==> src/rtl/reg_status_file_pkg.sv <==
// rtl/reg_status_file_pkg.sv - shared widths for the architectural register file
package reg_status_file_pkg;

    localparam int REG_NUM    = 32;
    localparam int DATA_WIDTH = 32;
    localparam int REG_WIDTH  = 5;
    localparam int TAG_WIDTH  = 3;

    typedef logic [DATA_WIDTH-1:0] data_t;
    typedef logic [REG_WIDTH-1:0]  reg_idx_t;
    typedef logic [TAG_WIDTH-1:0]  tag_t;

endpackage

==> src/rtl/reg_status_file_if.sv <==
// rtl/reg_status_file_if.sv - decoder/commit bus of the architectural register file
interface reg_status_file_if;
    import reg_status_file_pkg::*;

    logic     flush;
    logic     lock_en;
    reg_idx_t lock_reg;
    tag_t     lock_entry;
    logic     reg_modify;
    reg_idx_t reg_name;
    data_t    reg_data;
    tag_t     reg_entry;
    reg_idx_t rd_reg1;
    reg_idx_t rd_reg2;
    data_t    rd_value1;
    data_t    rd_value2;
    logic     rd_busy1;
    logic     rd_busy2;
    tag_t     rd_tag1;
    tag_t     rd_tag2;

    modport master (
        output flush, lock_en, lock_reg, lock_entry,
        output reg_modify, reg_name, reg_data, reg_entry,
        output rd_reg1, rd_reg2,
        input  rd_value1, rd_value2, rd_busy1, rd_busy2, rd_tag1, rd_tag2
    );

    modport slave (
        input  flush, lock_en, lock_reg, lock_entry,
        input  reg_modify, reg_name, reg_data, reg_entry,
        input  rd_reg1, rd_reg2,
        output rd_value1, rd_value2, rd_busy1, rd_busy2, rd_tag1, rd_tag2
    );

endinterface

==> src/rtl/reg_read_port.sv <==
// rtl/reg_read_port.sv - one operand read port with same-cycle commit bypass
module reg_read_port
    import reg_status_file_pkg::*;
(
    input  reg_idx_t rd_reg_i,
    input  data_t    data_i,
    input  logic     busy_i,
    input  tag_t     tag_i,
    input  logic     commit_en_i,
    input  reg_idx_t commit_reg_i,
    input  data_t    commit_data_i,
    input  tag_t     commit_entry_i,
    output data_t    rd_value_o,
    output logic     rd_busy_o,
    output tag_t     rd_tag_o
);

    logic bypass;

    // A retiring value counts only if it is the producer the register waits on;
    // register 0 never bypasses so it always reads as zero.
    always_comb begin
        bypass     = commit_en_i && (commit_reg_i == rd_reg_i) &&
                     (rd_reg_i != '0) && (commit_entry_i == tag_i);
        rd_value_o = bypass ? commit_data_i : data_i;
        rd_busy_o  = bypass ? 1'b0 : busy_i;
        rd_tag_o   = tag_i;
    end

endmodule

==> src/rtl/reg_status_file.sv <==
// rtl/reg_status_file.sv - architectural registers with per-register rename status
module reg_status_file
    import reg_status_file_pkg::*;
(
    input  logic               clk,
    input  logic               rst,
    reg_status_file_if.slave   bus
);

    data_t              data_q [REG_NUM];
    data_t              data_d [REG_NUM];
    logic [REG_NUM-1:0] busy_q;
    logic [REG_NUM-1:0] busy_d;
    tag_t               tag_q  [REG_NUM];
    tag_t               tag_d  [REG_NUM];

    logic commit_ok;
    logic lock_ok;

    // Next state: commit writes data, then flush or lock override the busy/tag view.
    always_comb begin
        data_d    = data_q;
        busy_d    = busy_q;
        tag_d     = tag_q;
        commit_ok = bus.reg_modify && (bus.reg_name != '0);
        lock_ok   = bus.lock_en && (bus.lock_reg != '0);
        if (commit_ok) begin
            data_d[bus.reg_name] = bus.reg_data;
        end
        if (bus.flush) begin
            busy_d = '0;
        end else begin
            // A mismatched tag means a younger writer still owns the register.
            if (commit_ok && (tag_q[bus.reg_name] == bus.reg_entry)) begin
                busy_d[bus.reg_name] = 1'b0;
            end
            if (lock_ok) begin
                busy_d[bus.lock_reg] = 1'b1;
                tag_d[bus.lock_reg]  = bus.lock_entry;
            end
        end
    end

    // State registers; reset clears everything, register 0 is never written otherwise.
    always_ff @(posedge clk) begin
        if (rst) begin
            busy_q <= '0;
            for (int i = 0; i < REG_NUM; i++) begin
                data_q[i] <= '0;
                tag_q[i]  <= '0;
            end
        end else begin
            busy_q <= busy_d;
            data_q <= data_d;
            tag_q  <= tag_d;
        end
    end

    reg_read_port u_rd1 (
        .rd_reg_i       (bus.rd_reg1),
        .data_i         (data_q[bus.rd_reg1]),
        .busy_i         (busy_q[bus.rd_reg1]),
        .tag_i          (tag_q[bus.rd_reg1]),
        .commit_en_i    (bus.reg_modify),
        .commit_reg_i   (bus.reg_name),
        .commit_data_i  (bus.reg_data),
        .commit_entry_i (bus.reg_entry),
        .rd_value_o     (bus.rd_value1),
        .rd_busy_o      (bus.rd_busy1),
        .rd_tag_o       (bus.rd_tag1)
    );

    reg_read_port u_rd2 (
        .rd_reg_i       (bus.rd_reg2),
        .data_i         (data_q[bus.rd_reg2]),
        .busy_i         (busy_q[bus.rd_reg2]),
        .tag_i          (tag_q[bus.rd_reg2]),
        .commit_en_i    (bus.reg_modify),
        .commit_reg_i   (bus.reg_name),
        .commit_data_i  (bus.reg_data),
        .commit_entry_i (bus.reg_entry),
        .rd_value_o     (bus.rd_value2),
        .rd_busy_o      (bus.rd_busy2),
        .rd_tag_o       (bus.rd_tag2)
    );

endmodule

==> src/flat_wrapper.sv <==
// flat-port wrapper written by rule: the top's interface ports become plain ports
module reg_status_file_flat import reg_status_file_pkg::*;
  (clk, rst, bus_flush, bus_lock_en, bus_lock_reg, bus_lock_entry, bus_reg_modify, bus_reg_name, bus_reg_data, bus_reg_entry, bus_rd_reg1, bus_rd_reg2, bus_rd_value1, bus_rd_value2, bus_rd_busy1, bus_rd_busy2, bus_rd_tag1, bus_rd_tag2);
  reg_status_file_if bus_i ();
  input  logic clk;
  input  logic rst;
  input wire logic [$bits(bus_i.flush)-1:0] bus_flush;
  input wire logic [$bits(bus_i.lock_en)-1:0] bus_lock_en;
  input wire logic [$bits(bus_i.lock_reg)-1:0] bus_lock_reg;
  input wire logic [$bits(bus_i.lock_entry)-1:0] bus_lock_entry;
  input wire logic [$bits(bus_i.reg_modify)-1:0] bus_reg_modify;
  input wire logic [$bits(bus_i.reg_name)-1:0] bus_reg_name;
  input wire logic [$bits(bus_i.reg_data)-1:0] bus_reg_data;
  input wire logic [$bits(bus_i.reg_entry)-1:0] bus_reg_entry;
  input wire logic [$bits(bus_i.rd_reg1)-1:0] bus_rd_reg1;
  input wire logic [$bits(bus_i.rd_reg2)-1:0] bus_rd_reg2;
  output wire logic [$bits(bus_i.rd_value1)-1:0] bus_rd_value1;
  output wire logic [$bits(bus_i.rd_value2)-1:0] bus_rd_value2;
  output wire logic [$bits(bus_i.rd_busy1)-1:0] bus_rd_busy1;
  output wire logic [$bits(bus_i.rd_busy2)-1:0] bus_rd_busy2;
  output wire logic [$bits(bus_i.rd_tag1)-1:0] bus_rd_tag1;
  output wire logic [$bits(bus_i.rd_tag2)-1:0] bus_rd_tag2;
  assign bus_i.flush = bus_flush;
  assign bus_i.lock_en = bus_lock_en;
  assign bus_i.lock_reg = bus_lock_reg;
  assign bus_i.lock_entry = bus_lock_entry;
  assign bus_i.reg_modify = bus_reg_modify;
  assign bus_i.reg_name = bus_reg_name;
  assign bus_i.reg_data = bus_reg_data;
  assign bus_i.reg_entry = bus_reg_entry;
  assign bus_i.rd_reg1 = bus_rd_reg1;
  assign bus_i.rd_reg2 = bus_rd_reg2;
  assign bus_rd_value1 = bus_i.rd_value1;
  assign bus_rd_value2 = bus_i.rd_value2;
  assign bus_rd_busy1 = bus_i.rd_busy1;
  assign bus_rd_busy2 = bus_i.rd_busy2;
  assign bus_rd_tag1 = bus_i.rd_tag1;
  assign bus_rd_tag2 = bus_i.rd_tag2;
  reg_status_file u_core (.clk(clk), .rst(rst), .bus(bus_i));
endmodule
==> config.mk <==
export PLATFORM = sky130hd
export DESIGN_NAME = reg_status_file_flat
export DESIGN_NICKNAME = d
export VERILOG_FILES = /design/src/rtl/reg_status_file_pkg.sv /design/src/rtl/reg_status_file_if.sv /design/src/rtl/reg_read_port.sv /design/src/rtl/reg_status_file.sv /design/src/flat_wrapper.sv
export SDC_FILE = /design/constraint.sdc
export NUM_CORES = 2
export LEC_CHECK = 0
export CAP_MARGIN = 25
export CORE_MARGIN = 2
export CORE_UTILIZATION = 40
export DETAILED_ROUTE_END_ITERATION = 8
export GPL_TIMING_DRIVEN = 0
export PLACE_DENSITY = 0.62
export SYNTH_ARGS = -nofsm -noshare
export SYNTH_HDL_FRONTEND = slang
export SYNTH_SLANG_ARGS = --single-unit
export TNS_END_PERCENT = 50
==> constraint.sdc <==
create_clock -name clk -period 5.9 [get_ports clk]
set_input_delay 0.59 -clock clk [delete_from_list [all_inputs] [get_ports clk]]
set_output_delay 0.59 -clock clk [all_outputs]
set_load 0.1 [all_outputs]
Yosys cells after proc, flatten, opt, wreduce, memory -nomap -nowiden
Cells that the tools add are included.
Widths: inputs -> output; s select.
{"block": "word_totals", "ff_bits": 1152, "in_bits": 63, "out_inout_bits": 72, "elab_cells": 145}
{"block": "classes", "magnitude_cmp": 12, "n_eq_ne": 5, "n_mux": 36, "n_bitwise": 8, "n_reduce_logical": 19}
{"operator": "$bwmux 1024", "n": 1}
{"operator": "$bmux 32 s5", "n": 2}
{"operator": "$mux 32", "n": 10}
{"operator": "$demux 32 s5", "n": 1}
{"operator": "$bwmux 96", "n": 1}
{"operator": "$bmux 3 s5", "n": 3}
{"operator": "$and 32x32->32", "n": 1}
{"operator": "$not 32->32", "n": 1}
{"operator": "$or 32x32->32", "n": 1}
{"operator": "$ge 6x6->1 const B", "n": 4}
{"operator": "$lt 5x6->1 const B", "n": 4}
{"operator": "$not 5->6", "n": 4}
{"operator": "$mux 3", "n": 7}
{"operator": "$reduce_bool 5->1", "n": 4}
{"operator": "$demux 3 s5", "n": 1}
{"operator": "$logic_and 1x1->1", "n": 13}
{"operator": "$lt 6x1->1 const B", "n": 2}
{"operator": "$bmux 1 s5", "n": 2}
{"operator": "$demux 1 s5", "n": 2}
{"operator": "$eq 5x5->1", "n": 2}
{"operator": "$ge 5x1->1 const B", "n": 2}
{"operator": "$eq 3x3->1", "n": 3}
{"operator": "$mux 1", "n": 6}
{"operator": "$reduce_and 2->1", "n": 1}
{"operator": "other kinds (2)", "n": 2}

Logic depth before layout (Yosys ltp)
{"block": "depth", "depth_word": 10, "depth_mapped": 11, "ltp_nobuf": 7}

By module
A second synthesis with hierarchy kept.
{"block": "unflattened", "hier_cells": 6325, "area_unflattened_um2": 60125.2}
{"module": "reg_status_file", "n_inst": 1, "cells_each": 6217, "area_each_um2": 58771.4, "seq_area_each_um2": 23062.1}
{"module": "reg_read_port", "n_inst": 2, "cells_each": 54, "area_each_um2": 676.9, "seq_area_each_um2": 0.0}

Worst setup path after synthesis
OpenSTA, ideal clock, no wires.
{"block": "synth_timing", "path_type": "in2out", "from": "input port bus_rd_reg1[0]", "to": "output port bus_rd_busy1", "arrival_ns": 5.025, "required_ns": 5.310, "setup_slack_ns": 0.285, "cell_stages": 11, "path_buffers": 4, "path_cell_list": "buf_2 -> nor2b_1 -> buf_2 -> a22oi_1 -> a21oi_1 -> nor4_2 -> xnor2_1 -> and4_1 -> buf_6 -> buf_6 -> nor2_1"}
{"block": "synth_via", "elab_chain_len": 7, "word_cells_on_any_way": 13, "classes_between": "eq/ne: 2; mux: 6; bitwise: 1; reduce/logical: 4"}
{"item": "from (decl)", "line": "flat_wrapper.sv:15", "text": "input wire logic [$bits(bus_i.rd_reg1)-1:0] bus_rd_reg1;"}
{"item": "$not 5->6 (not written as such)", "line": "reg_status_file.sv:63", "text": ".tag_i (tag_q[bus.rd_reg1]),"}
{"item": "$bmux 3 s5", "line": "reg_status_file.sv:63"}
{"item": "$mux 3 (not written as such) (2 in a row)", "line": "reg_status_file.sv:63"}
{"item": "via bus_rd_tag1[2]", "line": "flat_wrapper.sv:21", "text": "output wire logic [$bits(bus_i.rd_tag1)-1:0] bus_rd_tag1;"}
{"item": "$eq 3x3->1", "line": "reg_read_port.sv:24", "text": "(rd_reg_i != '0) && (commit_entry_i == tag_i);"}
{"item": "$logic_and 1x1->1", "line": "reg_read_port.sv:24"}
{"item": "$mux 1", "line": "reg_read_port.sv:26", "text": "rd_busy_o = bypass ? 1'b0 : busy_i;"}
{"item": "to (decl)", "line": "flat_wrapper.sv:19", "text": "output wire logic [$bits(bus_i.rd_busy1)-1:0] bus_rd_busy1;"}
The timed path passes the listed nets, and every way through them passes these cells. The select of a mux whose other input is x is not followed.

Worst setup path after layout
{"block": "layout_timing", "from": "input port bus_rd_reg1[4]", "to": "output port bus_rd_value1[8]"}
{"block": "layout_via", "elab_chain_len": 7, "word_cells_on_any_way": 14, "classes_between": "eq/ne: 2; mux: 7; bitwise: 1; reduce/logical: 4"}
{"item": "$not 5->6 (not written as such)", "line": "reg_status_file.sv:61, reg_status_file.sv:63"}
{"item": "$bmux 3 s5", "line": "reg_status_file.sv:63"}
{"item": "$mux 3 (not written as such) (2 in a row)", "line": "reg_status_file.sv:63"}
{"item": "$eq 3x3->1", "line": "reg_read_port.sv:24"}
{"item": "$logic_and 1x1->1", "line": "reg_read_port.sv:24"}
{"item": "$mux 32 *", "line": "reg_read_port.sv:25", "text": "rd_value_o = bypass ? commit_data_i : data_i;"}
{"item": "to (decl)", "line": "flat_wrapper.sv:17", "text": "output wire logic [$bits(bus_i.rd_value1)-1:0] bus_rd_value1;"}
Mark *: on every way between the ends. The rest lies on a longest branch, timed or not. The select of a mux whose other input is x is not followed.

==> metrics.yaml <==
status: "complete, but fails checks"
violations: "setup timing"
hold_viol: 0
drive_gt1_share_pct: 17.4
tightestPinTransition_ps: 1220
grt_usage_pct: 31.2
power_uw: 18200
layout.area.seq_sq_um: 23100
drc: 0
ir_worst_vdd_mv: 0.247
layout_commonest_cell: "nand2_1"
min_period_over_period_pct: 101
ios: 135
wl_per_cell_um: 28.1
grt_overflow: 0
p_leak_uw: 0.0221
syn-num-nets: 6435
port_buffers: 120
yosysTopAreaCell: "dfxtp_1"
max_slew_margin_pct: 18.4
post_cts_buffers: 0
nFillCells: 14080
synthTopCellsByArea: "dfxtp_1 39%, mux4_2 26%, nand2_1 13%, a21oi_1 9.4%, clkbuf_1 3.3%"
numCtsBuffers: 132
fin_skew_ps: 21.9
clk_pin_slew_worst_paths_ps: 60
critPathCaptureType: "output port"
start_util_pct: 40.4
h-tree-depth: 4
cts_tree: "built"
cts-root-buf: "clkbuf_16"
grt_max_degree: 17
setup_ws_ps: -78.3
core_sq_um: 148000
rows: 141
viasPerCell: 6.08
die_x_um: 391
arrival_ps: 5390
antenna_found_initial: 17
drt_iter0_drc: 6914
cts_buffer_depth: 3
worst-endpoint-required_ps: 5310
synth-seq-cells: 1152
finalHoldWorstSlack_ps: 465
finalWeightedCongestion: 0.999
p_per_area_nw_per_um2: 267
maxCapViolations: 0
path_class: "input port to output port"
ys_types: 41
syn-cell-area_sq_um: 59900
grt_first_pass_wirelength_um: 346000
finish.net_count: 6706
dr.pass1.iters: 6
yosys_warnings: 0
crit_path_start_kind: "input port"
avgSynthCellArea_sq_um: 9.39
rsz0062_at_grt: "false"
worst-path-max-fanout: 10
holdBufCountCts: 0
wl_um: 244000
vias: 52782
multi_input_area_sq_um: 34100
setup_viol: 18
clock_latency_ps: 810
syn2layout_area_growth_pct: 14.1
final_antenna_net_count: 0
synth_top_area_share_pct: 38.5
die_h_um: 391
cts.repair.resized: 24
seq_area_frac_synth_pct: 38.5
grt_pass1_vias: 51101
hpwl_um: 193000
mostFrequentLayoutCells: "2094 x nand2_1, 1152 x dfxtp_1, 1125 x a21oi_1"
cts.sinks: 1152
slew_violations: 0
hp-class: "flop to flop"
post-route-min-period_ps: 5980
synthCells: 6372
die_area_sq_um: 153000
max_clock_freq_mhz: 167
-- final cells by class --
class	count	share of cell area, %
sequential	1152	33.8
tap	1930	3.54
antenna	1	0.00367
multi-input combinational	4565	50.0
clock inverter	47	0.880
buffer	655	3.93
clock buffer	193	5.79
timing repair buffer	137	2.10
-- cells by family (layout without fill, tap and decap cells) --
| family | count (synthesis) | count (layout) | share of synthesized area, % |
|---|---|---|---|
| simple gates | 2376 | 2376 | 15.6 |
| compound gates | 1220 | 1220 | 10.5 |
| buf+inv | 655 | 1032 | 4.46 |
| mux | 952 | 952 | 30.7 |
| xor+xnor | 17 | 17 | 0.249 |
| other cells | 0 | 1 | 0 |
| flops | 1152 | 1152 | 38.5 |
-- synth_stat cells --
library cell / number
or3_1: 4
buf_12: 1
mux2i_1: 137
xnor2_1: 10
buf_2: 79
or2_1: 1
nand2_1: 2094
buf_1: 23
and3b_1: 4
a22o_1: 1
a22oi_1: 54
nand2b_1: 10
xor2_1: 7
mux4_2: 684
nor4_1: 1
nand3_1: 54
and2_1: 6
and2_4: 1
nand4_1: 2
or3b_2: 1
nor2b_1: 41
o21ai_0: 18
and3_1: 3
buf_4: 10
a21oi_1: 1125
dfxtp_1: 1152
clkbuf_1: 534
a211oi_1: 20
nor2_1: 116
or2_2: 6
o311ai_1: 1
and4_1: 1
nand3b_1: 4
buf_6: 8
nor3_2: 1
nor3_1: 17
nor4_2: 6
nor3b_1: 3
mux2_2: 102
mux2_4: 29
a221oi_1: 1
-- worst max-delay path, stage by stage --
cell and delay [ps]:
clkdlybuf4s50_1 570, clkdlybuf4s15_1 830, nand2b_1 280, a21oi_1 90, nor4_2 650, xnor2_1 190
and4_1 200, buf_6 260, buf_6 290, mux2_4 250, clkdlybuf4s50_1 1140
-- path summary, 6_finish.rpt --
kind                          start           endpoint  slack [ps]  depth (start not counted)
setup / recovery     bus_rd_reg1[4]   bus_rd_value1[8]         -80                         11
hold / removal    u_core.data_q[27]  u_core.data_q[27]         460                          2
setup reg to reg   u_core.tag_q[12]  u_core.busy_q[28]        2800                          8
hold reg to reg   u_core.data_q[27]  u_core.data_q[27]         460                          2
-- stage by stage --
stage	worst slack, ps	cells	TNS, ps	utilization (%)	area (sq um)
after global routing	1.63	8679	0	46.1	68300
final	-78.3	8680	-924	46.1	68300
after global placement	-963	8422	-25670	42.8	63500
after CTS	12.6	8676	0	46.0	68200
after floorplan	285	6372	0	-	59900
after detailed placement	-372	8436	-5470	43.0	63700
-- registers in the layout (all words and copies together), names as in the netlist --
| signal | flops |
|---|---|
| u_core.data_q | 1024 |
| u_core.tag_q | 96 |
| u_core.busy_q | 32 |
-- metal layers --
metal | share of wire, % | global-route usage [%] | up-vias
met5 | 0.036 | 0 | -
met4 | 6.9 | 19.3 | 14
met3 | 11 | 7.88 | 685
met1 | 37 | 39.0 | 25917
met2 | 45 | 48.5 | 3143
li1 | - | - | 23023
-- power by group --
part / total, uW / switching [uW] / internal (uW)
clock: 8720 / 3580 / 5150
sequential: 7870 / 43.4 / 7830
combinational: 1630 / 1160 / 477
total: 18200 / 4780 / 13500
(Power assumes the default switching activity.)
